File: config.mk
export PLATFORM = sky130hd
export DESIGN_NAME = uart_transmit
export DESIGN_NICKNAME = d
export VERILOG_FILES = /design/src/rtl/uart_transmit_pkg.sv /design/src/rtl/uart_tx_fifo.sv /design/src/rtl/uart_transmit.sv
export SDC_FILE = /design/constraint.sdc
export NUM_CORES = 1
export LEC_CHECK = 0
export ABC_AREA = 1
export BUFFER_PORTS_ARGS = -buffer_cell sky130_fd_sc_hd__buf_2
export CAP_MARGIN = 20
export CORE_MARGIN = 3
export CORE_UTILIZATION = 45
export DETAILED_ROUTE_END_ITERATION = 10
export PLACE_DENSITY = 0.69
export SKIP_CTS_REPAIR_TIMING = 1
export SYNTH_ARGS = -nofsm -noshare
export SYNTH_HDL_FRONTEND = slang
export SYNTH_SLANG_ARGS = --single-unit
File: constraint.sdc
create_clock -name Clock -period 2.9 [get_ports Clock]
set_input_delay 0.58 -clock Clock [delete_from_list [all_inputs] [get_ports Clock]]
set_output_delay 0.58 -clock Clock [all_outputs]
set_load 0.01 [all_outputs]
File: src/rtl/uart_transmit_pkg.sv
// Shared UART constants and helpers, reused by the transmitter and receiver.
`timescale 1ns/1ps
package uart_transmit_pkg;

    localparam int   FrameBits = 10;
    localparam logic StartBit  = 1'b0;
    localparam logic StopBit   = 1'b1;
    localparam logic IdleLevel = 1'b1;

    typedef enum logic {
        TX_IDLE = 1'b0,
        TX_SEND = 1'b1
    } tx_state_t;

    // Ceiling log2, never less than 1 so it can size a counter directly.
    function automatic int log2(input int value);
        int result;
        result = 1;
        for (int i = 1; i < 31; i++) begin
            if ((1 << i) < value) result = i + 1;
        end
        return result;
    endfunction

endpackage

File: src/rtl/uart_tx_fifo.sv
// Small synchronous FIFO with a fall-through head so the frame can load on the pop edge.
`timescale 1ns/1ps
module uart_tx_fifo
    import uart_transmit_pkg::*;
#(
    parameter int Width = 8,
    parameter int Depth = 4
) (
    input  logic                   Clock,
    input  logic                   Reset,
    input  logic [Width-1:0]       InData,
    input  logic                   InValid,
    output logic                   InReady,
    output logic [Width-1:0]       OutData,
    output logic                   OutValid,
    input  logic                   OutReady,
    output logic [log2(Depth):0]   Count
);

    localparam int PtrW = log2(Depth);
    localparam logic [PtrW:0] FullCount = (PtrW + 1)'(Depth);

    logic [Width-1:0] mem_reg [Depth];
    logic [PtrW-1:0]  wr_ptr_reg;
    logic [PtrW-1:0]  rd_ptr_reg;
    logic [PtrW:0]    count_reg;
    logic             push;
    logic             pop;

    assign InReady  = (count_reg != FullCount);
    assign OutValid = (count_reg != '0);
    assign OutData  = mem_reg[rd_ptr_reg];
    assign Count    = count_reg;
    assign push     = InValid && InReady;
    assign pop      = OutValid && OutReady;

    always_ff @(posedge Clock) begin
        if (Reset) begin
            wr_ptr_reg <= '0;
            rd_ptr_reg <= '0;
            count_reg  <= '0;
        end else begin
            if (push) wr_ptr_reg <= wr_ptr_reg + 1'b1;
            if (pop)  rd_ptr_reg <= rd_ptr_reg + 1'b1;
            case ({push, pop})
                2'b10:   count_reg <= count_reg + 1'b1;
                2'b01:   count_reg <= count_reg - 1'b1;
                default: count_reg <= count_reg;
            endcase
        end
    end

    // Storage carries no reset; stale entries are never visible because count gates them.
    always_ff @(posedge Clock) begin
        if (push) mem_reg[wr_ptr_reg] <= InData;
    end

endmodule

File: src/rtl/uart_transmit.sv
// 8N1 UART transmitter: ready/valid byte input, FIFO buffering, registered serial output.
`timescale 1ns/1ps
module uart_transmit
    import uart_transmit_pkg::*;
#(
    parameter int ClockFreq = 50_000_000,
    parameter int BaudRate  = 115_200,
    parameter int FifoDepth = 4
) (
    input  logic       Clock,
    input  logic       Reset,
    input  logic [7:0] DataIn,
    input  logic       DataInValid,
    output logic       DataInReady,
    output logic       SOut,
    output logic       TxBusy
);

    localparam int SymbolEdgeTime = ClockFreq / BaudRate;
    localparam int ClkCntW        = log2(SymbolEdgeTime);
    localparam int BitCntW        = log2(FrameBits + 1);
    localparam int FifoCntW       = log2(FifoDepth) + 1;
    localparam logic [ClkCntW-1:0] LastTick = ClkCntW'(SymbolEdgeTime - 1);
    localparam logic [BitCntW-1:0] FrameLen = BitCntW'(FrameBits);

    logic [FifoCntW-1:0]  fifo_count;
    logic [7:0]           fifo_data;
    logic                 fifo_valid;
    logic                 fifo_pop;

    tx_state_t            state_reg, state_next;
    logic [FrameBits-1:0] tx_shift_reg, tx_shift_next;
    logic [BitCntW-1:0]   bit_counter_reg, bit_counter_next;
    logic [ClkCntW-1:0]   clock_counter_reg, clock_counter_next;

    uart_tx_fifo #(
        .Width (8),
        .Depth (FifoDepth)
    ) u_fifo (
        .Clock    (Clock),
        .Reset    (Reset),
        .InData   (DataIn),
        .InValid  (DataInValid),
        .InReady  (DataInReady),
        .OutData  (fifo_data),
        .OutValid (fifo_valid),
        .OutReady (fifo_pop),
        .Count    (fifo_count)
    );

    always_ff @(posedge Clock) begin
        if (Reset) begin
            state_reg         <= TX_IDLE;
            tx_shift_reg      <= {FrameBits{IdleLevel}};
            bit_counter_reg   <= '0;
            clock_counter_reg <= '0;
        end else begin
            state_reg         <= state_next;
            tx_shift_reg      <= tx_shift_next;
            bit_counter_reg   <= bit_counter_next;
            clock_counter_reg <= clock_counter_next;
        end
    end

    always_comb begin
        state_next         = state_reg;
        tx_shift_next      = tx_shift_reg;
        bit_counter_next   = bit_counter_reg;
        clock_counter_next = clock_counter_reg;
        fifo_pop           = 1'b0;
        case (state_reg)
            TX_IDLE: begin
                if (fifo_valid) begin
                    fifo_pop           = 1'b1;
                    tx_shift_next      = {StopBit, fifo_data, StartBit};
                    bit_counter_next   = FrameLen;
                    clock_counter_next = '0;
                    state_next         = TX_SEND;
                end
            end
            TX_SEND: begin
                if (clock_counter_reg == LastTick) begin
                    clock_counter_next = '0;
                    tx_shift_next      = {IdleLevel, tx_shift_reg[FrameBits-1:1]};
                    bit_counter_next   = bit_counter_reg - 1'b1;
                    // End of the stop bit: chain the next frame with no idle gap.
                    if (bit_counter_reg == BitCntW'(1)) begin
                        if (fifo_valid) begin
                            fifo_pop         = 1'b1;
                            tx_shift_next    = {StopBit, fifo_data, StartBit};
                            bit_counter_next = FrameLen;
                        end else begin
                            state_next = TX_IDLE;
                        end
                    end
                end else begin
                    clock_counter_next = clock_counter_reg + 1'b1;
                end
            end
            default: state_next = TX_IDLE;
        endcase
    end

    // The shift register idles all-ones, so bit 0 is a glitch-free line driver.
    assign SOut   = tx_shift_reg[0];
    assign TxBusy = (state_reg == TX_SEND) || (fifo_count != '0);

endmodule
==> flow_summary.toml, run 1 <==
[floorplanning]
fp.dieW_um = 86.2
core_area_sq_um = 6060
die_y_um = 86.2
rows = 28
die-area_sq_um = 7440
boundaryPins = 14
start_util_pct = 47.8

[power]
finalPower_mw = 3.07
vdd_drop_max_uv = 436
p_leak_nw = 1.27
power.density_nw_per_um2 = 955

[flow_run]
max_cap_violations = 0

[timing]
setup_violations = 0
setup_tns_ns = 0
fin_crit_ns = 2.27
setup_slack_ns = 0.632
slew_violations = 0
final_hold_viol_count = 0
worst_pin_slew_ns = 0.777
period_share_pct = 78.2
relSlewSlack_pct = 48.0
max_freq_mhz = 441
skew_ns = 0.00777
rsz0062_at_grt = "no"

[synth]
synth-main-ff-cell = "edfxtp_1"
netlist_area_sq_um = 2900
synthDistinctLibCells = 32
synthArstFlopShare_pct = 0
synth_nets = 343
synth_edf_count = 32
syn_area_per_cell_sq_um = 9.00
ys_warn_count = 0
yosys_register_bits = 64
synth_cells = 322
seq_area_frac_synth_pct = 55.3
yosysTopAreaCellShare_pct = 33.2
yosys-top-cells-area = "edfxtp_1 (33%), dfxtp_1 (22%), nand2_1 (8.5%)"
synth_top_area_cell = "edfxtp_1"

[global_routing]
grt_max_degree = 19
gr-total-overflow = 0
grt_pass1_wl_um = 8690
antenna_found_initial = 0
grt_pass1_vias = 1964
track_usage_pct = 15.2

[clock_network]
clk_latency_ns = 0.35
cts_root_buffer = "clkbuf_8"
cts_made_buffers = 9
cts_tree = "yes"
cts_buffer_depth = 2
cts_num_sinks = 64
htree_num_levels = 3
cts.clk_slew.worst_paths_ns = 0.07

[worst_setup_path]
cp_cell_sequence = "ha_1 > nand3_1 > nor2_4 > nand2_1 > nand2_2 > ha_1 > inv_1 > fa_1 > a21oi_1 > o21ai_0 > o21ai_0 > a21oi_1"
worst-r2r-setup-slack_ns = 0.63
cp.arrival_ns = 2.50
crit_family = "adder cells"
startpoint_type = "register"
path_buf_inv = 1
cp.required_ns = 3.13
slowest_delay_ns = 0.40
critPathMaxFanout = 5
crit_type = "register to register"
endpoint_kind = "register"
slowest_stage = "dfxtp_1"

[finish]
fin_area_sq_um = 3220
final_nets = 361
register_area_sq_um = 1600
syn_to_final_growth_pct = 11.1
fin_util_pct = 53.1
largest_reg_flops = 32
drive_above_1_share_pct = 15.4
multi_input_area_sq_um = 1130
diodes = 0
fillerInstances = 563

[hold_path]
min_path_type = "primary input to register"

[outcome]
status = "finished, final reports clean"

[detailed_routing]
drt_iter0_drc = 76
antenna_left = 0
first_pass_iters = 4
wirelength_um = 4960
num_vias = 2092
wire_per_inst_um = 11.8
drc = 0
vias_per_cell = 4.98

[placed_design]
gp_congestion = 0.779
io_buffers = 13
pre_cts_ws_ns = 0.659
place_hpwl_um = 3330
placed_area_sq_um = 3020
where the power goes:
group	total, mW	internal [mW]	leakage [nW]	switching, mW
Clock	0.741	0.396	0.0968	0.346
Combinational	1.05	0.370	0.614	0.677
Sequential	1.28	1.14	0.556	0.141
Total	3.07	1.91	1.27	1.16
synth_stat cells (2+ instances only):
master / instances
a21oi_1: 21
buf_2: 4
clkbuf_1: 2
dfxtp_1: 32
edfxtp_1: 32
ha_1: 9
inv_1: 26
inv_2: 4
nand2_1: 66
nand2_2: 3
nand2_4: 3
nand3_1: 20
nor2_1: 41
nor2_2: 3
nor2_4: 3
o21ai_0: 27
o21ai_1: 6
o22ai_1: 2
or2_2: 4
xor2_1: 2
worst paths after layout:
kind | startpoint | cells past startpoint | end
min | DataIn[4] | 1 | u_fifo.mem_reg[3][4]$_DFFE_PP_
max reg2reg | clock_counter_reg[0]$_SDFFE_PP0P_ | 12 | u_fifo.Count[2]$_SDFFE_PP0P_
min reg2reg | tx_shift_reg[0]$_SDFFE_PP1P_ | 2 | tx_shift_reg[0]$_SDFFE_PP1P_
max | clock_counter_reg[0]$_SDFFE_PP0P_ | 12 | u_fifo.Count[2]$_SDFFE_PP0P_
layout by cell type, fill, tap and decap left out, types with 2 or more instances in the layout:
| master | instances |
|---|---|
| nand2_1 | 66 |
| a21oi_1 | 21 |
| nand3_1 | 20 |
| clkinv_2 | 2 |
| buf_2 | 13 |
| o22ai_1 | 2 |
| nand2_2 | 3 |
| nor2_2 | 3 |
| dfxtp_1 | 32 |
| inv_1 | 26 |
| clkbuf_8 | 9 |
| buf_4 | 2 |
| o21ai_0 | 27 |
| o21ai_1 | 6 |
| edfxtp_1 | 32 |
| clkinv_4 | 3 |
| ha_1 | 9 |
| nand2_4 | 3 |
| nor2_1 | 41 |
| nor2_4 | 3 |
| xor2_1 | 2 |
| or2_2 | 4 |
| inv_2 | 4 |
stage by stage:
step	instances	hold slack [ns]
6_report	420	0.442
5_1_grt	420	0.433
4_1_cts	420	0.432
3_5_place_dp	404	0.450
3_3_place_gp	404	0.441
2_1_floorplan	322	0.431
per-layer routing:
layer	vias up	part of all wire [%]	global-route usage, %
met5	-	0	0
met4	0	1.7	7.79
met3	9	3.4	4.56
met2	29	47	25.1
met1	955	48	17.8
li1	1099	-	-
area by class of cell:
cell class	count	area share, %
Sequential cell	64	49.8
Clock buffer	9	3.85
Multi-Input combinational cell	219	35.1
Clock inverter	7	2.26
Tap cell	75	2.92
Timing Repair Buffer	15	2.49
Inverter	31	3.65
cell families (layout without fill, tap and decap cells):
group	Yosys count	after routing	synth area share [%]
flops	64	64	55.3
buf+inv	39	62	5.79
xor+xnor	3	3	0.907
fa+ha+maj	10	10	4.58
simple gates	146	146	22.6
compound gates	60	60	10.9
(Power assumes the default switching activity.)
==> run 2, diff against run 1 <==
--- a/config.mk
+++ b/config.mk
@@ -11,7 +11,7 @@
 export CORE_MARGIN = 3
 export CORE_UTILIZATION = 45
 export DETAILED_ROUTE_END_ITERATION = 10
-export PLACE_DENSITY = 0.69
+export PLACE_DENSITY = 0.71
 export SKIP_CTS_REPAIR_TIMING = 1
 export SYNTH_ARGS = -nofsm -noshare
 export SYNTH_HDL_FRONTEND = slang
==> constraint.sdc (replaced) <==
create_clock -name Clock -period 1.8 [get_ports Clock]
set_input_delay 0.36 -clock Clock [delete_from_list [all_inputs] [get_ports Clock]]
set_output_delay 0.36 -clock Clock [all_outputs]
set_load 0.01 [all_outputs]
==> run 2 against run 1 <==
The run now ends with negative setup slack left. Wire length increased by 6.1%. Critical path type unchanged. Utilization increased by 6.0 points. Largest power group is now combinational logic. Maximum frequency increased by 20%. Critical path depth unchanged. Combinational power increased by 110%.
==> flow_summary.toml, run 2 (synthesis results as in run 1) <==
[outcome]
status = "complete, but fails checks"
violations = "negative setup slack"

[detailed_routing]
first_pass_iters = 4
antenna_left = 0
drt_iter0_drc = 92
drc = 0
wirelength_um = 5270
wire_per_inst_um = 11.6
vias_per_cell = 4.89
num_vias = 2215

[power]
power.density_nw_per_um2 = 1560
p_leak_nw = 1.46
vdd_drop_max_uv = 1160
finalPower_mw = 5.59

[finish]
fin_cells = 453
final_nets = 394
drive_above_1_share_pct = 28.3
fillerInstances = 504
layout_commonest_cell = "nand2_1"
diodes = 0
fin_util_pct = 59.1
register_area_sq_um = 1610
largest_reg_flops = 32
syn_to_final_growth_pct = 23.6
final_cell_mix = "nand2_1 (64), nor2_1 (40), buf_4 (35), edfxtp_1 (32), dfxtp_1 (26)"
multi_input_area_sq_um = 1200

[worst_setup_path]
cp-startpoint = "bit_counter_reg[0]$_SDFFE_PP0P_"
crit_type = "register to register"
endpoint_kind = "register"
cp_cell_sequence = "ha_4 > nand2_4 > nor2_4 > nand2_2 > nand2_4 > ha_4 > inv_2 > fa_2 > a21oi_2 > o21ai_2 > o21ai_1 > a21oi_1"
cp.required_ns = 2.03
critPathMaxFanout = 2
path_buf_inv = 1
slowest_delay_ns = 0.38
slowest_stage = "dfxtp_1"
cp.arrival_ns = 2.12
rr_worst_depth = 12
endpoint = "u_fifo.Count[2]$_SDFFE_PP0P_"
startpoint_type = "register"
worst-r2r-setup-slack_ns = -0.09
crit_family = "adder cells"
r2r-start = "bit_counter_reg[0]$_SDFFE_PP0P_"
r2r_end = "u_fifo.Count[2]$_SDFFE_PP0P_"
worstSetupPathDepth = 12

[floorplanning]
fp.dieW_um = 86.2
boundaryPins = 14
die-area_sq_um = 7440
start_util_pct = 47.8
rows = 28
core_area_sq_um = 6060
die_y_um = 86.2

[global_routing]
grt_pass1_wl_um = 9000
antenna_found_initial = 0
grt_pass1_vias = 2055
gr-total-overflow = 0
track_usage_pct = 15.7
grt_max_degree = 19

[clock_network]
clk_latency_ns = 0.34
cts_tree = "yes"
cts.clk_slew.worst_paths_ns = 0.07
cts_buffer_depth = 2
cts_root_buffer = "clkbuf_8"
htree_num_levels = 3
cts_num_sinks = 64
cts_made_buffers = 9

[timing]
relSlewSlack_pct = 70.7
period_share_pct = 105
worst_pin_slew_ns = 0.437
setup_slack_ns = -0.0904
setup_violations = 2
slew_violations = 0
skew_ns = 0.00691
final_hold_viol_count = 0
fin_crit_ns = 1.89
rsz0062_at_grt = "yes"
max_freq_mhz = 529

[placed_design]
io_buffers = 13
place_hpwl_um = 3630
gp_congestion = 0.719
place_inst = 434

[hold_path]
min_path_type = "primary input to register"

[flow_run]
max_cap_violations = 0
==> run 2: cell count changes in the layout (fill, tap and decap cells not counted), moves of 2 or more <==
cell	change
buf_4	+33
dfxtp_1	-6
inv_2	+4
ha_1	-3
nand2_1	-2
inv_6	+2
inv_1	-4
o21ai_0	-2
nand2_4	+2
ha_4	+3
dfxtp_2	+5
==> run 2: worst reg2reg max path, delay by kind of cell (launching register included) <==
kind / cells / cell delay, ns
AOI/OAI and AO/OA: 4 / 0.40
and+or+nand+nor: 4 / 0.33
adders and majority gates: 3 / 0.65
DFF: 1 / 0.38
buffers and inverters: 1 / 0.04
==> run 2: power breakdown <==
part	switching, mW	internal (mW)	leakage [nW]
registers	0.158	1.85	0.559
logic	1.29	0.901	0.787
clock network	0.588	0.795	0.114
==> run 2: worst min-delay path by stage <==
stage / from / endpoint / slack, ns / cells past startpoint
2_1_floorplan: Reset / clock_counter_reg[0]$_SDFFE_PP0P_ / 0.43 / 1
3_3_place_gp: clock_counter_reg[8]$_SDFFE_PP0P_ / clock_counter_reg[8]$_SDFFE_PP0P_ / 0.45 / 2
3_5_place_dp: tx_shift_reg[0]$_SDFFE_PP1P_ / tx_shift_reg[0]$_SDFFE_PP1P_ / 0.45 / 2
4_1_cts: DataIn[3] / u_fifo.mem_reg[1][3]$_DFFE_PP_ / 0.21 / 1
5_1_grt: DataIn[5] / u_fifo.mem_reg[1][5]$_DFFE_PP_ / 0.23 / 1
6_report: DataIn[5] / u_fifo.mem_reg[1][5]$_DFFE_PP_ / 0.23 / 1
==> run 2: layer usage <==
metal / vias to the layer above / routed length [um] / GRT usage [%]
met2: 27 / 2500 / 25.6
met4: 0 / 140 / 8.92
met5: - / 0 / 0
met1: 1008 / 2500 / 19.6
met3: 13 / 132 / 3.23
li1: 1167 / - / -
==> run 2: area by class of cell <==
cell class	count	area share (%)
clock buffers	9	3.46
clock inverters	7	2.90
inverters	31	3.28
multi-input cells	219	33.6
flip-flops and latches	64	45.0
well taps	75	2.62
repair buffers	48	9.15
==> run 2: metrics by stage <==
step           setup slack [ns]  TNS [ns]  hold WS, ns  area [sq um]
6_report                -0.0904    -0.116        0.226          3580
3_5_place_dp            -0.0835    -0.160        0.447          3280
2_1_floorplan            -0.136    -0.257        0.429          2930
3_3_place_gp            -0.0483   -0.0849        0.451          3280
5_1_grt                  -0.202    -0.296        0.226          3580
4_1_cts                  -0.101    -0.196        0.214          3510
